### src/rtl/roulette_pkg.sv
// Shared types and default constants for the roulette datapath: spin controller
// and the downstream digit counter.
package roulette_pkg;

  typedef enum logic [1:0] {
    IDLE  = 2'd0,
    SPIN  = 2'd1,
    DECEL = 2'd2
  } spin_state_t;

  localparam int unsigned DEF_SYNC_STAGES     = 2;
  localparam int unsigned DEF_DEBOUNCE_CYCLES = 240000;
  localparam int unsigned DEF_FAST_PERIOD     = 60000;
  localparam int unsigned DEF_DECEL_STEP      = 6000;
  localparam int unsigned DEF_SLOW_PERIOD     = 600000;
  localparam int unsigned DEF_CNT_W           = 24;

  localparam int unsigned DIGIT_W = 4;

endpackage

### src/rtl/roulette_spin_ctrl_if.sv
// Button input and spin status outputs of the roulette spin controller.
interface roulette_spin_ctrl_if;
  logic btn_in;
  logic step_out;
  logic spinning;
  logic done;
  logic btn_level;

  modport master (
    output btn_in,
    input  step_out, spinning, done, btn_level
  );

  modport slave (
    input  btn_in,
    output step_out, spinning, done, btn_level
  );
endinterface

### src/rtl/roulette_spin_ctrl_btn_debounce.sv
// Button synchronizer and debouncer; emits the debounced level plus single-cycle
// press/release strobes aligned with the edge where the level changes.
module btn_debounce
  import roulette_pkg::*;
#(
  parameter int unsigned SYNC_STAGES     = DEF_SYNC_STAGES,
  parameter int unsigned DEBOUNCE_CYCLES = DEF_DEBOUNCE_CYCLES
) (
  input  logic clk,
  input  logic rst_n,
  input  logic btn_i,
  output logic level_o,
  output logic press_o,
  output logic release_o
);

  localparam int unsigned STAB_W = $clog2(DEBOUNCE_CYCLES + 1);

  logic [SYNC_STAGES-1:0] sync_q;
  logic [STAB_W-1:0]      stabCnt_q, stabCnt_d;
  logic                   level_q, level_d;
  logic                   syncBit, differs, toggle;

  assign syncBit = sync_q[SYNC_STAGES-1];
  assign differs = (syncBit != level_q);
  assign toggle  = differs && (stabCnt_q == STAB_W'(DEBOUNCE_CYCLES - 1));

  // Any sample matching the current level restarts the stability count.
  always_comb begin
    stabCnt_d = '0;
    level_d   = level_q;
    if (toggle) begin
      level_d = ~level_q;
    end else if (differs) begin
      stabCnt_d = stabCnt_q + 1'b1;
    end
  end

  always_ff @(posedge clk) begin
    if (!rst_n) begin
      sync_q    <= '0;
      stabCnt_q <= '0;
      level_q   <= 1'b0;
    end else begin
      sync_q    <= {sync_q[SYNC_STAGES-2:0], btn_i};
      stabCnt_q <= stabCnt_d;
      level_q   <= level_d;
    end
  end

  assign level_o   = level_q;
  assign press_o   = toggle & ~level_q;
  assign release_o = toggle &  level_q;

endmodule

### src/rtl/roulette_spin_ctrl.sv
// Spin controller: press-and-hold spins at a fixed step rate, release decays the
// rate linearly until the roulette stops and a done pulse is issued.
module roulette_spin_ctrl
  import roulette_pkg::*;
#(
  parameter int unsigned SYNC_STAGES     = DEF_SYNC_STAGES,
  parameter int unsigned DEBOUNCE_CYCLES = DEF_DEBOUNCE_CYCLES,
  parameter int unsigned FAST_PERIOD     = DEF_FAST_PERIOD,
  parameter int unsigned DECEL_STEP      = DEF_DECEL_STEP,
  parameter int unsigned SLOW_PERIOD     = DEF_SLOW_PERIOD,
  parameter int unsigned CNT_W           = DEF_CNT_W
) (
  input logic           clk,
  input logic           rst_n,
  roulette_spin_ctrl_if.slave bus
);

  spin_state_t      state_q, state_d;
  logic [CNT_W-1:0] tickCnt_q, tickCnt_d;
  logic [CNT_W-1:0] period_q, period_d;
  logic [CNT_W:0]   nextPeriod;
  logic             step_q, step_d;
  logic             done_q, done_d;
  logic             spinning_q;
  logic             btnLevel, pressPulse, releasePulse;
  logic             terminal;

  btn_debounce #(
    .SYNC_STAGES    (SYNC_STAGES),
    .DEBOUNCE_CYCLES(DEBOUNCE_CYCLES)
  ) u_debounce (
    .clk      (clk),
    .rst_n    (rst_n),
    .btn_i    (bus.btn_in),
    .level_o  (btnLevel),
    .press_o  (pressPulse),
    .release_o(releasePulse)
  );

  assign terminal   = (state_q != IDLE) && (tickCnt_q == period_q - 1'b1);
  assign nextPeriod = {1'b0, period_q} + (CNT_W+1)'(DECEL_STEP);

  // A press in DECEL takes priority over the deceleration bookkeeping, but the
  // step already due on that terminal tick is still emitted.
  always_comb begin
    state_d   = state_q;
    period_d  = period_q;
    tickCnt_d = terminal ? '0 : tickCnt_q + 1'b1;
    step_d    = terminal;
    done_d    = 1'b0;
    case (state_q)
      IDLE: begin
        tickCnt_d = '0;
        if (pressPulse) begin
          state_d  = SPIN;
          period_d = CNT_W'(FAST_PERIOD);
        end
      end
      SPIN: begin
        if (releasePulse) state_d = DECEL;
      end
      DECEL: begin
        if (pressPulse) begin
          state_d   = SPIN;
          period_d  = CNT_W'(FAST_PERIOD);
          tickCnt_d = '0;
        end else if (terminal) begin
          if (nextPeriod < (CNT_W+1)'(SLOW_PERIOD)) begin
            period_d = nextPeriod[CNT_W-1:0];
          end else begin
            state_d   = IDLE;
            tickCnt_d = '0;
            done_d    = 1'b1;
          end
        end
      end
      default: state_d = IDLE;
    endcase
  end

  always_ff @(posedge clk) begin
    if (!rst_n) begin
      state_q    <= IDLE;
      tickCnt_q  <= '0;
      period_q   <= '0;
      step_q     <= 1'b0;
      done_q     <= 1'b0;
      spinning_q <= 1'b0;
    end else begin
      state_q    <= state_d;
      tickCnt_q  <= tickCnt_d;
      period_q   <= period_d;
      step_q     <= step_d;
      done_q     <= done_d;
      spinning_q <= (state_d != IDLE);
    end
  end

  assign bus.step_out  = step_q;
  assign bus.done      = done_q;
  assign bus.spinning  = spinning_q;
  assign bus.btn_level = btnLevel;

endmodule

### src/flat_wrapper.sv
// flat-port wrapper written by rule: the top's interface ports become plain ports
module roulette_spin_ctrl_flat import roulette_pkg::*;
#(
  parameter int unsigned SYNC_STAGES     = DEF_SYNC_STAGES,
  parameter int unsigned DEBOUNCE_CYCLES = DEF_DEBOUNCE_CYCLES,
  parameter int unsigned FAST_PERIOD     = DEF_FAST_PERIOD,
  parameter int unsigned DECEL_STEP      = DEF_DECEL_STEP,
  parameter int unsigned SLOW_PERIOD     = DEF_SLOW_PERIOD,
  parameter int unsigned CNT_W           = DEF_CNT_W
)
  (clk, rst_n, bus_btn_in, bus_step_out, bus_spinning, bus_done, bus_btn_level);
  roulette_spin_ctrl_if bus_i ();
  input logic clk;
  input logic rst_n;
  input wire logic [$bits(bus_i.btn_in)-1:0] bus_btn_in;
  output wire logic [$bits(bus_i.step_out)-1:0] bus_step_out;
  output wire logic [$bits(bus_i.spinning)-1:0] bus_spinning;
  output wire logic [$bits(bus_i.done)-1:0] bus_done;
  output wire logic [$bits(bus_i.btn_level)-1:0] bus_btn_level;
  assign bus_i.btn_in = bus_btn_in;
  assign bus_step_out = bus_i.step_out;
  assign bus_spinning = bus_i.spinning;
  assign bus_done = bus_i.done;
  assign bus_btn_level = bus_i.btn_level;
  roulette_spin_ctrl #(.SYNC_STAGES(SYNC_STAGES), .DEBOUNCE_CYCLES(DEBOUNCE_CYCLES), .FAST_PERIOD(FAST_PERIOD), .DECEL_STEP(DECEL_STEP), .SLOW_PERIOD(SLOW_PERIOD), .CNT_W(CNT_W)) u_core (.clk(clk), .rst_n(rst_n), .bus(bus_i));
endmodule
### config.mk
export PLATFORM = sky130hd
export DESIGN_NAME = roulette_spin_ctrl_flat
export DESIGN_NICKNAME = d
export VERILOG_FILES = /design/src/rtl/roulette_pkg.sv /design/src/rtl/roulette_spin_ctrl_if.sv /design/src/rtl/roulette_spin_ctrl_btn_debounce.sv /design/src/rtl/roulette_spin_ctrl.sv /design/src/flat_wrapper.sv
export SDC_FILE = /design/constraint.sdc
export NUM_CORES = 1
export LEC_CHECK = 0
export CAP_MARGIN = 20
export CELL_PAD_IN_SITES_DETAIL_PLACEMENT = 0
export CELL_PAD_IN_SITES_GLOBAL_PLACEMENT = 1
export CORE_MARGIN = 2
export CORE_UTILIZATION = 45
export DETAILED_ROUTE_END_ITERATION = 16
export GPL_ROUTABILITY_DRIVEN = 0
export PLACE_DENSITY = 0.79
export SLEW_MARGIN = 20
export SYNTH_ARGS = -nofsm -noshare
export SYNTH_HDL_FRONTEND = slang
export SYNTH_SLANG_ARGS = --single-unit
### constraint.sdc
create_clock -name clk -period 7.37 [get_ports clk]
set_input_delay 1.474 -clock clk [delete_from_list [all_inputs] [get_ports clk]]
set_output_delay 1.474 -clock clk [all_outputs]
set_load 0.03 [all_outputs]
* Yosys cells after proc, flatten, opt, wreduce, memory -nomap -nowiden *
Cells that the tools add are included.

operators by class
  $add $sub $neg = 4
  multipliers = 0
  div/mod/pow operators = 0
  order comparisons = 1
  eq/ne operators = 8
  shift-type cells = 0
  mux-type cells = 17
  bitwise operators = 7
  reductions and logical operators = 9

operator list
  kind                      count
  $mux W24                  8
  $pmux W24 S2              2
  $add A24 B13 Y25 const B  1
  $lt A25 B20 Y1 const B    1
  $add A24 B1 Y24 const B   1
  $eq A24 B24 Y1            1
  $sub A24 B1 Y24 const B   1
  $add A18 B1 Y18 const B   1
  $eq A18 B18 Y1 const B    1
  $mux W2                   5
  $ne A3 B1 Y1 const B      2
  $pmux W2 S3               1
  $reduce_bool A2 Y1        3
  $not A1 Y1                5
  $reduce_and A4 Y1         1
  $reduce_or A4 Y1          1
  $reduce_or A3 Y1          1
  $and A1 B1 Y1             2
  $eq A2 B1 Y1 const B      1
  $eq A2 B2 Y1 const B      1
  $logic_and A1 B1 Y1       2
  $logic_not A2 Y1          1
  $ne A2 B1 Y1 const B      1
  $mux W1                   1
  $ne A1 B1 Y1              1

word-level totals
  register bits after elaboration = 74
  latch bits = 0
  RAM bits = 0
  memory bits (read-only) = 0
  input bits = 3
  output and inout bits = 4
  logic and storage cells = 55
  memories kept = 0

* Logic depth before layout (Yosys ltp) *
Gate-level depths: netlist of the first run.

  depth in word-level cells = 8
  mapped depth = 15
  mapped depth without buffers = 11

* By module *
From an unflattened synthesis of the first run, not the netlist that was laid out.

unflattened totals
  cell total of the unflattened synthesis = 541
  area, all modules = 4369.2 um2

modules (own cells, without submodules)
  module              times used  cells an instance  area each (um2)  sequential area each (um2)
  roulette_spin_ctrl  1           436                3324.4           980.9
  btn_debounce        1           105                1044.8           420.4

* Worst setup path after synthesis of the first run *
OpenSTA, ideal clock, no wires.

  kind = input-to-reg
  start = input rst_n
  end = register u_core.period_q[18]
  library setup time = 87 ps
  arrival = 2804 ps
  data required time = 7283 ps
  path slack = 4479 ps
  stages = 5
  path buffers = 1
  path through = clkbuf_1 clkinv_1 nor4_1 nand3_1 o31ai_1

RTL lines
  what                  line                      text
  from (decl)           flat_wrapper.sv:14        input logic rst_n;
  to (signal assigned)  roulette_spin_ctrl.sv:92  period_q <= period_d;
  to (decl)             roulette_spin_ctrl.sv:20  logic [CNT_W-1:0] period_q, period_d;

* Worst setup path in the final report of the first run *
  start = register u_core.period_q[4]
  end = register u_core.tickCnt_q[2]

between the ends
  cells in the longest elaborated chain, start to end = 8
  elaborated cells on any way between the ends = 10
  classes of those cells = add/sub: 2; order compare: 1; eq/ne: 1; mux: 5; reduce/logical: 1

ends and longest elaborated chain
  what                                                                      line                      text
  parallel branches: the longest is 7 deep, another holds $add A24 B13 Y25  n/a
  $pmux W24 S2 (*)                                                          roulette_spin_ctrl.sv:51  case (state_q)
  to (signal assigned)                                                      roulette_spin_ctrl.sv:91  tickCnt_q <= tickCnt_d;
  to (decl)                                                                 roulette_spin_ctrl.sv:19  logic [CNT_W-1:0] tickCnt_q, tickCnt_d;

Mark *: on every way between the ends.
A chain may end at the register's enable or synchronous reset.

==> out/metrics.csv, run 1 <==
stage,metric,value,unit
run_status,outcome,finished clean,
worst_hold_path,min-delay src,u_core.u_debounce.sync_q[0]$_SDFF_PN0_,
routing,WL/cell,16.0,um
placed_design,DP Wirelength,7010,um
logic_synthesis,Gate Count Post-Synth,514,
final_layout,Layout Area Growth over Synthesis,6.89,%
worst_setup_path,crit path launch type,flip-flop,
final_layout,NumNets Final,507,
sta,fin crit share,50.9,%
logic_synthesis,post-synth top area cell,dfxtp_1,
placed_design,# port buffers,6,
routing,DRT Wirelength,9870,um
worst_setup_path,worst path buffer plus inverter count,1,
logic_synthesis,Synth Area in Simple Gates,28.9,%
placed_design,placed cell count,601,
worst_setup_path,crit path DAT,3.97,ns
floorplan,Die Y,100,um
sta,maximum clock frequency,266,MHz
logic_synthesis,Async SR Flop Fraction,0,%
clock_network,"Hold-fix buffers, CTS",0,
routing,Initial DRC Count,141,
clock_network,CTS tree,done,
grt,grt ovf,0,
clock_network,# resized after CTS,0,
worst_setup_path,Worst EP required,7.58,ns
worst_setup_path,Setup Crit Path Kind,reg2reg,
worst_setup_path,critical path startpoint,u_core.period_q[4]$_SDFFE_PN0P_,
grt,largest net degree at the start of global routing,25,
worst_setup_path,CP Max Fanout,24,
worst_setup_path,worst path cell trace,"inv_1, ha_1, nor3b_4, and4_1, nor4bb_1, o21ai_0, a211oi_2, and4_1, nand3b_1, nor2_1",
logic_synthesis,Area contributors post-synth,"dfxtp_1, xnor2_1, xor2_1, nor2_1, nand2_1",
clock_network,H-tree depth,3,
pwr,PwrDens,176,nW/um2
sta,Final WS setup,3.62,ns
logic_synthesis,"EDFF count, synth",0,
worst_setup_path,crit end category,flip-flop,
final_layout,Layout Cells excl Fill,617,
clock_network,post-CTS setup buffer count,0,
pwr,peak supply drop,0.0793,mV
grt,GRT Total Usage,20.6,%
run,max-cap viol count,0,
floorplan,Die X,100,um
final_layout,Filler cells,902,
worst_setup_path,cell mode on critical path,and4_1,
logic_synthesis,mux cell area share after synthesis,1.05,%
routing,drt via density,5.72,
sta,Worst-Margin Slew,1.01,ns
logic_synthesis,register bit total from synthesis,70,
placed_design,worst slack at placement,3.33,ns
pwr,Leak,1.58,nW
logic_synthesis,"count leader, synth",nor2_1,
routing,drt first pass iters,5,
logic_synthesis,"Cell Area, Synth",4170,um2
floorplan,Cell Rows,35,
clock_network,clock-pin slew on the worst setup and hold paths,0.08,ns
sta,minimum clock period,3.75,ns
logic_synthesis,Main synth FF type,dfxtp_1,
grt,first-pass GRT wire length,16200,um
clock_network,clock sink total,70,
clock_network,clk_lat worst skew,0.37,ns
grt,vias in the first global route,3254,
sta,Pins Over Slew Limit,0,
final_layout,number of diodes,0,
sta,Max transition margin,32.7,%
sta,RSZ-0062 raised after global routing,false,
clock_network,TritonCTS buffer count,9,
sta,Hold Fails Final Rpt,0,
grt,antenna violations before repair,0,
logic_synthesis,Compound-Gate Fraction of Synth Area,15.1,%
routing,residual DRC count,0,
logic_synthesis,synthesized net count,520,
worst_setup_path,critical path's slowest cell,nand3b_1,
floorplan,starting density of the core,45.8,%
worst_hold_path,HP Class,reg2reg,
logic_synthesis,Commonest cells post-synth,"nor2_1, dfxtp_1, nand2_1",
logic_synthesis,Yosys warnings,0,
logic_synthesis,"Avg Cell Area, Syn",8.12,um2
clock_network,clock tree buffer depth,2,
clock_network,CTS root buffer,clkbuf_8,
routing,Final ANT Viol Nets,0,
worst_setup_path,worst reg2reg startpoint,u_core.period_q[4]$_SDFFE_PN0P_,
worst_setup_path,"delay-heaviest family, CP",simple AND/OR/NAND/NOR gates,
sta,endpoints failing setup,0,
sta,setup TNS,0,ns
logic_synthesis,Post-Synth Adder-Cell Area,0.899,%
logic_synthesis,XOR/XNOR Fraction of Synth Area,14.9,%
floorplan,IO Count,7,
worst_setup_path,"Largest stage delay, worst path",0.78,ns
logic_synthesis,combinational family with the most area after synthesis,simple AND/OR/NAND/NOR gates,
sta,clk_skew,0.0118,ns
logic_synthesis,Synth top area share,33.6,%
floorplan,core area,9110,um2
logic_synthesis,register area share after synthesis,33.6,%
final_layout,share of layout cells above drive strength 1,6.92,%
logic_synthesis,Cell variety after synth,67,
floorplan,full die area,10100,um2
routing,routed vias,3530,
[through the flow]
stage / hold WS [ns] / util (%) / cell area, um2 / total power, mW
floorplan: 0.412 / - / 4170 / 0.393
global placement: 0.426 / 46.2 / 4210 / 0.395
detailed placement: 0.438 / 46.2 / 4210 / 0.395
CTS: 0.451 / 49.0 / 4460 / 0.795
global route: 0.460 / 49.0 / 4460 / 0.810
finish: 0.447 / 49.0 / 4460 / 0.787
[sequential cells by signal, indices dropped and copies added (netlist names)]
signal	count
u_core.bus.spinning	1
u_core.u_debounce.level_o	1
u_core.tickCnt_q	24
u_core.period_q	20
u_core.u_debounce.stabCnt_q	18
u_core.bus.step_out	1
u_core.u_debounce.sync_q	2
u_core.state_q	2
u_core.bus.done	1
[report_power, final]
group	leakage, nW	switching (mW)	internal (mW)
combinational	0.888	0.00502	0.00236
clock	0.127	0.164	0.237
sequential	0.564	0.000320	0.378
[path summary, 6_finish.rpt]
path                                                  to  slack, ns  depth (start not counted)
setup reg to reg          u_core.tickCnt_q[2]$_SDFF_PN0_       3.62                         10
hold / removal    u_core.u_debounce.sync_q[1]$_SDFF_PN0_       0.45                          1
hold reg to reg   u_core.u_debounce.sync_q[1]$_SDFF_PN0_       0.45                          1
setup / recovery          u_core.tickCnt_q[2]$_SDFF_PN0_       3.62                         10
[cell families after synthesis]
family          Yosys count
flops                    70
compound gates           86
xor+xnor                 71
buf+inv                  47
simple gates            234
fa+ha+maj                 3
mux                       3
[cell type report]
class	count	area (um2)	area share [%]
multi-input combinational	397	2540	56.9
sequential	70	1400	31.4
tap	111	139	3.11
inverter	16	60.1	1.35
clock buffer	10	138	3.08
timing repair buffer	7	67.6	1.51
clock inverter	6	116	2.61
[placed cells by master (no fill, tap or decap), types with 5 or more instances in the layout]
master and n:
a21oi_1 13, nand4_1 9, clkdlybuf4s50_1 6, nand2_1 47
nor3_1 13, o31ai_1 6, and3_1 10, dfxtp_1 70
and2_1 11, o21ai_0 19, nor2_1 77, nor4_1 7
a211o_1 5, xnor2_1 37, inv_1 15, nand3_1 26
xor2_1 34, clkbuf_8 10, a21o_1 6
[metal layers]
layer / vias to the layer above / part of all wire, % / GRT usage [%]
met1: 1631 / 47 / 27.4
met2: 105 / 44 / 31.8
li1: 1768 / - / -
met5: - / 0 / 0
met3: 26 / 5.4 / 3.83
met4: 0 / 3.3 / 10.5
Note: power is estimated with default switching activity, not from simulation.
==> run 2, diff against run 1 <==
Settings changed: CORE_UTILIZATION 45 to 43.
Clock period 7.37 ns to 3.2 ns, I/O delays scaled along.
==> out/metrics.csv, run 2 (synthesis gave the netlist of run 1 again) <==
stage,metric,value,unit,change
run_status,outcome,finished clean,,
run,max-cap viol count,0,,unchanged
floorplan,core area,9330,um2,+2.4%
final_layout,Filler cells,913,,+1.2%
final_layout,Reg area,1400,um2,unchanged
grt,largest net degree at the start of global routing,25,,unchanged
clock_network,CTS tree,done,,
floorplan,Cell Rows,35,,unchanged
worst_setup_path,worst path buffer plus inverter count,2,,+1
sta,fin crit share,95.9,%,+45 points
final_layout,Final Core Density,50.5,%,+1.5 points
sta,endpoints failing setup,0,,unchanged
pwr,peak supply drop,0.217,mV,+170%
final_layout,area of the multi-input gates,2550,um2,+0.44%
routing,routed vias,3698,,+4.8%
routing,drt via density,5.55,,-2.9%
worst_hold_path,min-delay src,u_core.u_debounce.sync_q[0]$_SDFF_PN0_,,
sta,Pins Over Slew Limit,0,,unchanged
grt,vias in the first global route,3477,,+6.9%
worst_setup_path,"delay-heaviest family, CP",simple AND/OR/NAND/NOR gates,,
worst_setup_path,flop-to-flop setup slack,0.13,ns,-3.48 ns
worst_setup_path,crit path DAT,3.31,ns,-0.66 ns
final_layout,Layout Area Growth over Synthesis,12.8,%,
floorplan,Die Y,103,um,+2.2%
worst_setup_path,crit end category,flip-flop,,
worst_setup_path,CP Max Fanout,8,,-67%
final_layout,max reg flops,24,,unchanged
sta,RSZ-0062 raised after global routing,false,,
floorplan,Die X,103,um,+2.2%
routing,drt first pass iters,7,,+2
routing,residual DRC count,0,,unchanged
final_layout,NumNets Final,538,,+6.1%
final_layout,"commonest non-fill, non-tap cells in the layout","nor2_1, dfxtp_1, nand2_1, xnor2_1, xor2_1",,
pwr,Design Power,1.70,mW,+120%
placed_design,# port buffers,6,,unchanged
floorplan,full die area,10500,um2,+4.5%
clock_network,clock sink total,70,,unchanged
final_layout,Largest regs,"u_core.tickCnt_q (24), u_core.period_q (20), u_core.u_debounce.stabCnt_q (18)",,
grt,antenna violations before repair,0,,unchanged
clock_network,clock-pin slew on the worst setup and hold paths,0.08,ns,about the same
sta,hold_ws,0.439,ns,-0.00806 ns
clock_network,CTS root buffer,clkbuf_8,,
grt,first-pass GRT wire length,16500,um,+1.8%
pwr,PwrDens,361,nW/um2,+100%
placed_design,DP Wirelength,7520,um,+7.2%
final_layout,"commonest non-fill, non-tap cell in the layout",nor2_1,,
sta,setup TNS,0,ns,unchanged
floorplan,IO Count,7,,unchanged
worst_hold_path,HP Class,reg2reg,,
routing,Final ANT Viol Nets,0,,unchanged
worst_setup_path,critical path startpoint,u_core.period_q[5]$_SDFFE_PN0P_,,
routing,WL/cell,15.3,um,-4.5%
worst_setup_path,Setup Crit Path Kind,reg2reg,,
floorplan,starting density of the core,44.7,%,-1.1 points
sta,minimum clock period,3.07,ns,-0.686 ns
clock_network,clock tree buffer depth,2,,unchanged
sta,Max transition margin,27.2,%,-5.5 points
worst_setup_path,worst path cell trace,"inv_1, ha_2, nor3b_4, and4_1, nor4bb_1, o21ai_0, a211oi_2, and4_4, a311oi_4, buf_4, a221o_1",,
pwr,Leak,1.73,nW,+9.2%
routing,Initial DRC Count,187,,+33%
clock_network,"Hold-fix buffers, CTS",0,,unchanged
sta,clk_skew,0.0155,ns,+0.00369 ns
worst_setup_path,worst reg2reg startpoint,u_core.period_q[5]$_SDFFE_PN0P_,,
worst_setup_path,"Largest stage delay, worst path",0.40,ns,-0.38 ns
placed_design,placed cell count,648,,+7.8%
final_layout,Layout Cells excl Fill,666,,+7.9%
final_layout,share of layout cells above drive strength 1,12.8,%,+5.9 points
clock_network,clk_lat worst skew,0.36,ns,about the same
grt,GRT Total Usage,19.9,%,-0.62 points
sta,Hold Fails Final Rpt,0,,unchanged
sta,Worst-Margin Slew,1.08,ns,+0.0757 ns
routing,DRT Wirelength,10200,um,+3.0%
clock_network,H-tree depth,3,,unchanged
worst_setup_path,crit path launch type,flip-flop,,
worst_setup_path,Worst EP required,3.44,ns,-4.14 ns
final_layout,Largest Register,u_core.tickCnt_q,,
worst_setup_path,critical path's slowest cell,dfxtp_1,,
sta,maximum clock frequency,326,MHz,+22%
grt,grt ovf,0,,unchanged
clock_network,TritonCTS buffer count,9,,unchanged
final_layout,number of diodes,0,,unchanged
[run 2: cell types whose count changed in the layout (fill, tap and decap cells not counted), sizes merged]
cell and delta:
bufinv -1, clkbuf -1, clkinv +3, inv -1
buf +31
[run 2: metal layers]
layer | up-vias | wire length [um] | track usage [%]
met4 | 0 | 289 | 8.72
li1 | 1831 | - | -
met1 | 1729 | 4560 | 25.4
met2 | 113 | 4890 | 33.1
met3 | 25 | 436 | 3.59
met5 | - | 0 | 0
[run 2: area by class of cell]
| class | count | share of cell area, % |
|---|---|---|
| Tap cell | 129 | 3.43 |
| Timing Repair Buffer | 38 | 6.65 |
| Clock inverter | 7 | 2.05 |
| Clock buffer | 9 | 2.63 |
| Inverter | 16 | 1.28 |
| Multi-Input combinational cell | 397 | 54.2 |
| Sequential cell | 70 | 29.8 |
[run 2: worst paths after layout]
path | end | cells after the start
setup / recovery | u_core.period_q[16]$_SDFFE_PN0P_ | 11
hold reg to reg | u_core.u_debounce.sync_q[1]$_SDFF_PN0_ | 1
hold / removal | u_core.u_debounce.sync_q[1]$_SDFF_PN0_ | 1
setup reg to reg | u_core.period_q[16]$_SDFFE_PN0P_ | 11
[run 2: what timing repair did]
item                       CTS  global route
resized for setup            0             4
setup endpoints to repair    0            45
buffers inserted             0             2
[run 2: worst reg2reg max path, delay by kind of cell, from the launching register on]
family / cells / cell delay (ns)
and+or+nand+nor: 4 / 1.15
adders and majority gates: 1 / 0.24
AOI/OAI and AO/OA: 4 / 0.87
DFF: 1 / 0.40
buffers and inverters: 2 / 0.30
[run 2: through the flow]
stage / cell area (um2) / setup slack, ns
floorplan: 4170 / 0.377
global placement: 4460 / 0.133
detailed placement: 4460 / 0.0638
CTS: 4680 / 0.0552
global route: 4710 / 0.00248
finish: 4710 / 0.131
[run 2: power breakdown]
group          leakage (nW)  internal [mW]  switching, mW  total, mW
combinational          1.05        0.00867         0.0130     0.0217
clock                 0.114          0.441          0.364      0.805
sequential            0.564          0.872       0.000683      0.872
total                  1.73           1.32          0.377       1.70
==> run 3, diff against run 2 <==
Settings changed: CORE_UTILIZATION 43 to 45.
Clock period 3.2 ns to 3.01 ns, I/O delays scaled along.
==> out/metrics.csv, run 3 (synthesis gave the netlist of run 1 again) <==
stage,metric,value,unit,change
run,max-cap viol count,0,,unchanged
run_status,violations in the final reports,setup timing,,
final_layout,area of the multi-input gates,2600,um2,+2.1%
floorplan,Cell Rows,35,,unchanged
routing,drt via density,5.53,,-0.45%
pwr,switching part of the total,23.4,%,+1.2 points
worst_setup_path,crit path launch type,flip-flop,,
final_layout,"commonest non-fill, non-tap cells in the layout","nor2_1, dfxtp_1, buf_4, nand2_1, xnor2_1",,
placed_design,placed cell count,647,,-0.15%
floorplan,Die Y,100,um,-2.2%
final_layout,Layout Cells excl Fill,671,,+0.75%
clock_network,CTS root buffer,clkbuf_8,,
sta,RSZ-0062 raised after global routing,true,,
floorplan,full die area,10100,um2,-4.3%
floorplan,starting density of the core,45.8,%,+1.1 points
worst_setup_path,Setup Crit Path Kind,reg2reg,,
run_status,outcome,"finished, violations left",,
clock_network,clock tree buffer depth,2,,unchanged
worst_setup_path,CP Max Fanout,7,,-1
placed_design,DP Wirelength,7710,um,+2.5%
routing,DRT Wirelength,10700,um,+5.6%
worst_setup_path,"delay-heaviest family, CP",simple AND/OR/NAND/NOR gates,,
final_layout,NumNets Final,561,,+4.3%
worst_setup_path,"Largest stage delay, worst path",0.41,ns,about the same
sta,Worst-Margin Slew,1.00,ns,-0.0822 ns
final_layout,share of layout cells above drive strength 1,18.6,%,+5.7 points
final_layout,max reg flops,24,,unchanged
sta,Final WS setup,-0.00923,ns,-0.140 ns
worst_hold_path,HP Class,reg2reg,,
clock_network,TritonCTS buffer count,9,,unchanged
routing,Initial DRC Count,137,,-27%
grt,grt ovf,0,,unchanged
worst_setup_path,worst path buffer plus inverter count,2,,unchanged
worst_setup_path,worst path cell trace,"buf_6, nor4_4, nand4_1, or3_1, o31a_1, a211oi_2, and4_4, a311oi_4, buf_12, a221o_1",,
clock_network,clock-pin slew on the worst setup and hold paths,0.08,ns,about the same
final_layout,Reg area,1410,um2,+0.45%
placed_design,# port buffers,6,,unchanged
sta,Pins Over Slew Limit,0,,unchanged
pwr,Leak,1.85,nW,+7.4%
pwr,part of the power in combinational logic,1.7,%,+0.4 points
pwr,PwrDens,357,nW/um2,-1.0%
routing,routed vias,3709,,+0.30%
final_layout,Largest Register,u_core.tickCnt_q,,
grt,first-pass GRT wire length,16900,um,+2.4%
routing,drt first pass iters,5,,-2
floorplan,core area,9110,um2,-2.3%
final_layout,Filler cells,861,,-5.7%
worst_setup_path,crit path DAT,3.26,ns,-0.05 ns
final_layout,Largest regs,"u_core.tickCnt_q (24), u_core.period_q (20), u_core.u_debounce.stabCnt_q (18)",,
pwr,Reg power frac,52.5,%,+1.2 points
pwr,peak supply drop,0.194,mV,-11%
sta,setup TNS,-0.00923,ns,-0.00923 ns
floorplan,IO Count,7,,unchanged
placed_design,worst slack at placement,-0.0766,ns,-0.140 ns
sta,hold_ws,0.448,ns,+0.00883 ns
clock_network,CTS tree,done,,
routing,Final ANT Viol Nets,0,,unchanged
clock_network,clk_lat worst skew,0.36,ns,about the same
worst_setup_path,crit end category,flip-flop,,
clock_network,"Hold-fix buffers, CTS",0,,unchanged
sta,endpoints failing setup,1,,+1
clock_network,clock sink total,70,,unchanged
grt,largest net degree at the start of global routing,25,,unchanged
sta,Max transition margin,32.7,%,+5.5 points
final_layout,number of diodes,0,,unchanged
grt,GRT Total Usage,21.4,%,+1.5 points
pwr,switching pwr,0.414,mW,+9.7%
grt,antenna violations before repair,0,,unchanged
worst_setup_path,Worst EP required,3.25,ns,-0.19 ns
sta,minimum clock period,3.02,ns,-0.0502 ns
sta,maximum clock frequency,331,MHz,+1.7%
routing,WL/cell,16.0,um,+4.8%
floorplan,Die X,100,um,-2.2%
final_layout,Layout Area Growth over Synthesis,18.3,%,
pwr,Clock Power Share,45.8,%,-1.6 points
worst_setup_path,critical path's slowest cell,or3_1,,
sta,clk_skew,0.0144,ns,-0.00118 ns
grt,vias in the first global route,3490,,+0.37%
routing,residual DRC count,0,,unchanged
clock_network,H-tree depth,3,,unchanged
final_layout,Final Core Density,54.2,%,+3.8 points
pwr,internal power,1.35,mW,+2.2%
sta,Hold Fails Final Rpt,0,,unchanged
sta,fin crit share,100,%,+4.4 points
final_layout,"commonest non-fill, non-tap cell in the layout",nor2_1,,
==> run 3: cell types whose count changed in the layout (fill, tap and decap cells not counted), sizes merged <==
cell and change:
inv +1, clkinv -2, clkbuf +2, buf +22, clkinvlp +1, bufinv -1
==> run 3: worst paths after layout <==
check | start | end | slack [ns] | cells past startpoint
setup / recovery | u_core.period_q[5]$_SDFFE_PN0P_ | u_core.period_q[16]$_SDFFE_PN0P_ | -0.009 | 10
hold / removal | u_core.tickCnt_q[0]$_SDFF_PN0_ | u_core.tickCnt_q[0]$_SDFF_PN0_ | 0.45 | 1
setup reg to reg | u_core.period_q[5]$_SDFFE_PN0P_ | u_core.period_q[16]$_SDFFE_PN0P_ | -0.009 | 10
hold reg to reg | u_core.tickCnt_q[0]$_SDFF_PN0_ | u_core.tickCnt_q[0]$_SDFF_PN0_ | 0.45 | 1
==> run 3: power groups by stage <==
stage | registers (mW) | logic, mW | clock network [mW]
after floorplan | 0.949 | 0.0136 | 0
after global placement | 0.949 | 0.0211 | 0
after detailed placement | 0.949 | 0.0218 | 0
after CTS | 0.927 | 0.0251 | 0.823
after global routing | 0.928 | 0.0308 | 0.867
final | 0.927 | 0.0294 | 0.808
==> run 3: through the flow <==
step	total power, mW	instance area [um2]
detailed placement	0.971	4570
global placement	0.970	4570
global route	1.83	4940
finish	1.77	4940
floorplan	0.963	4170
CTS	1.78	4790
==> run 3: area by class of cell <==
class	instances	share of cell area, %
Clock buffer	10	2.79
Clock inverter	6	1.39
Inverter	16	1.22
Multi-Input combinational cell	397	52.7
Sequential cell	70	28.5
Tap cell	111	2.81
Timing Repair Buffer	61	10.6
==> run 3: repair_timing <==
item	in CTS	in global routing
gates cloned	0	1
pin swaps	1	9
gates resized for setup	1	21
setup endpoints to repair	9	46
setup buffers	1	6
endpoints found under the hold margin	0	0
==> run 3: per-layer routing <==
metal | wire length, um | vias up | GRT usage, %
li1 | - | 1884 | -
met1 | 5030 | 1740 | 28.1
met2 | 5060 | 72 | 35.6
met3 | 465 | 13 | 4.25
met4 | 189 | 0 | 6.64
met5 | 0 | - | 0
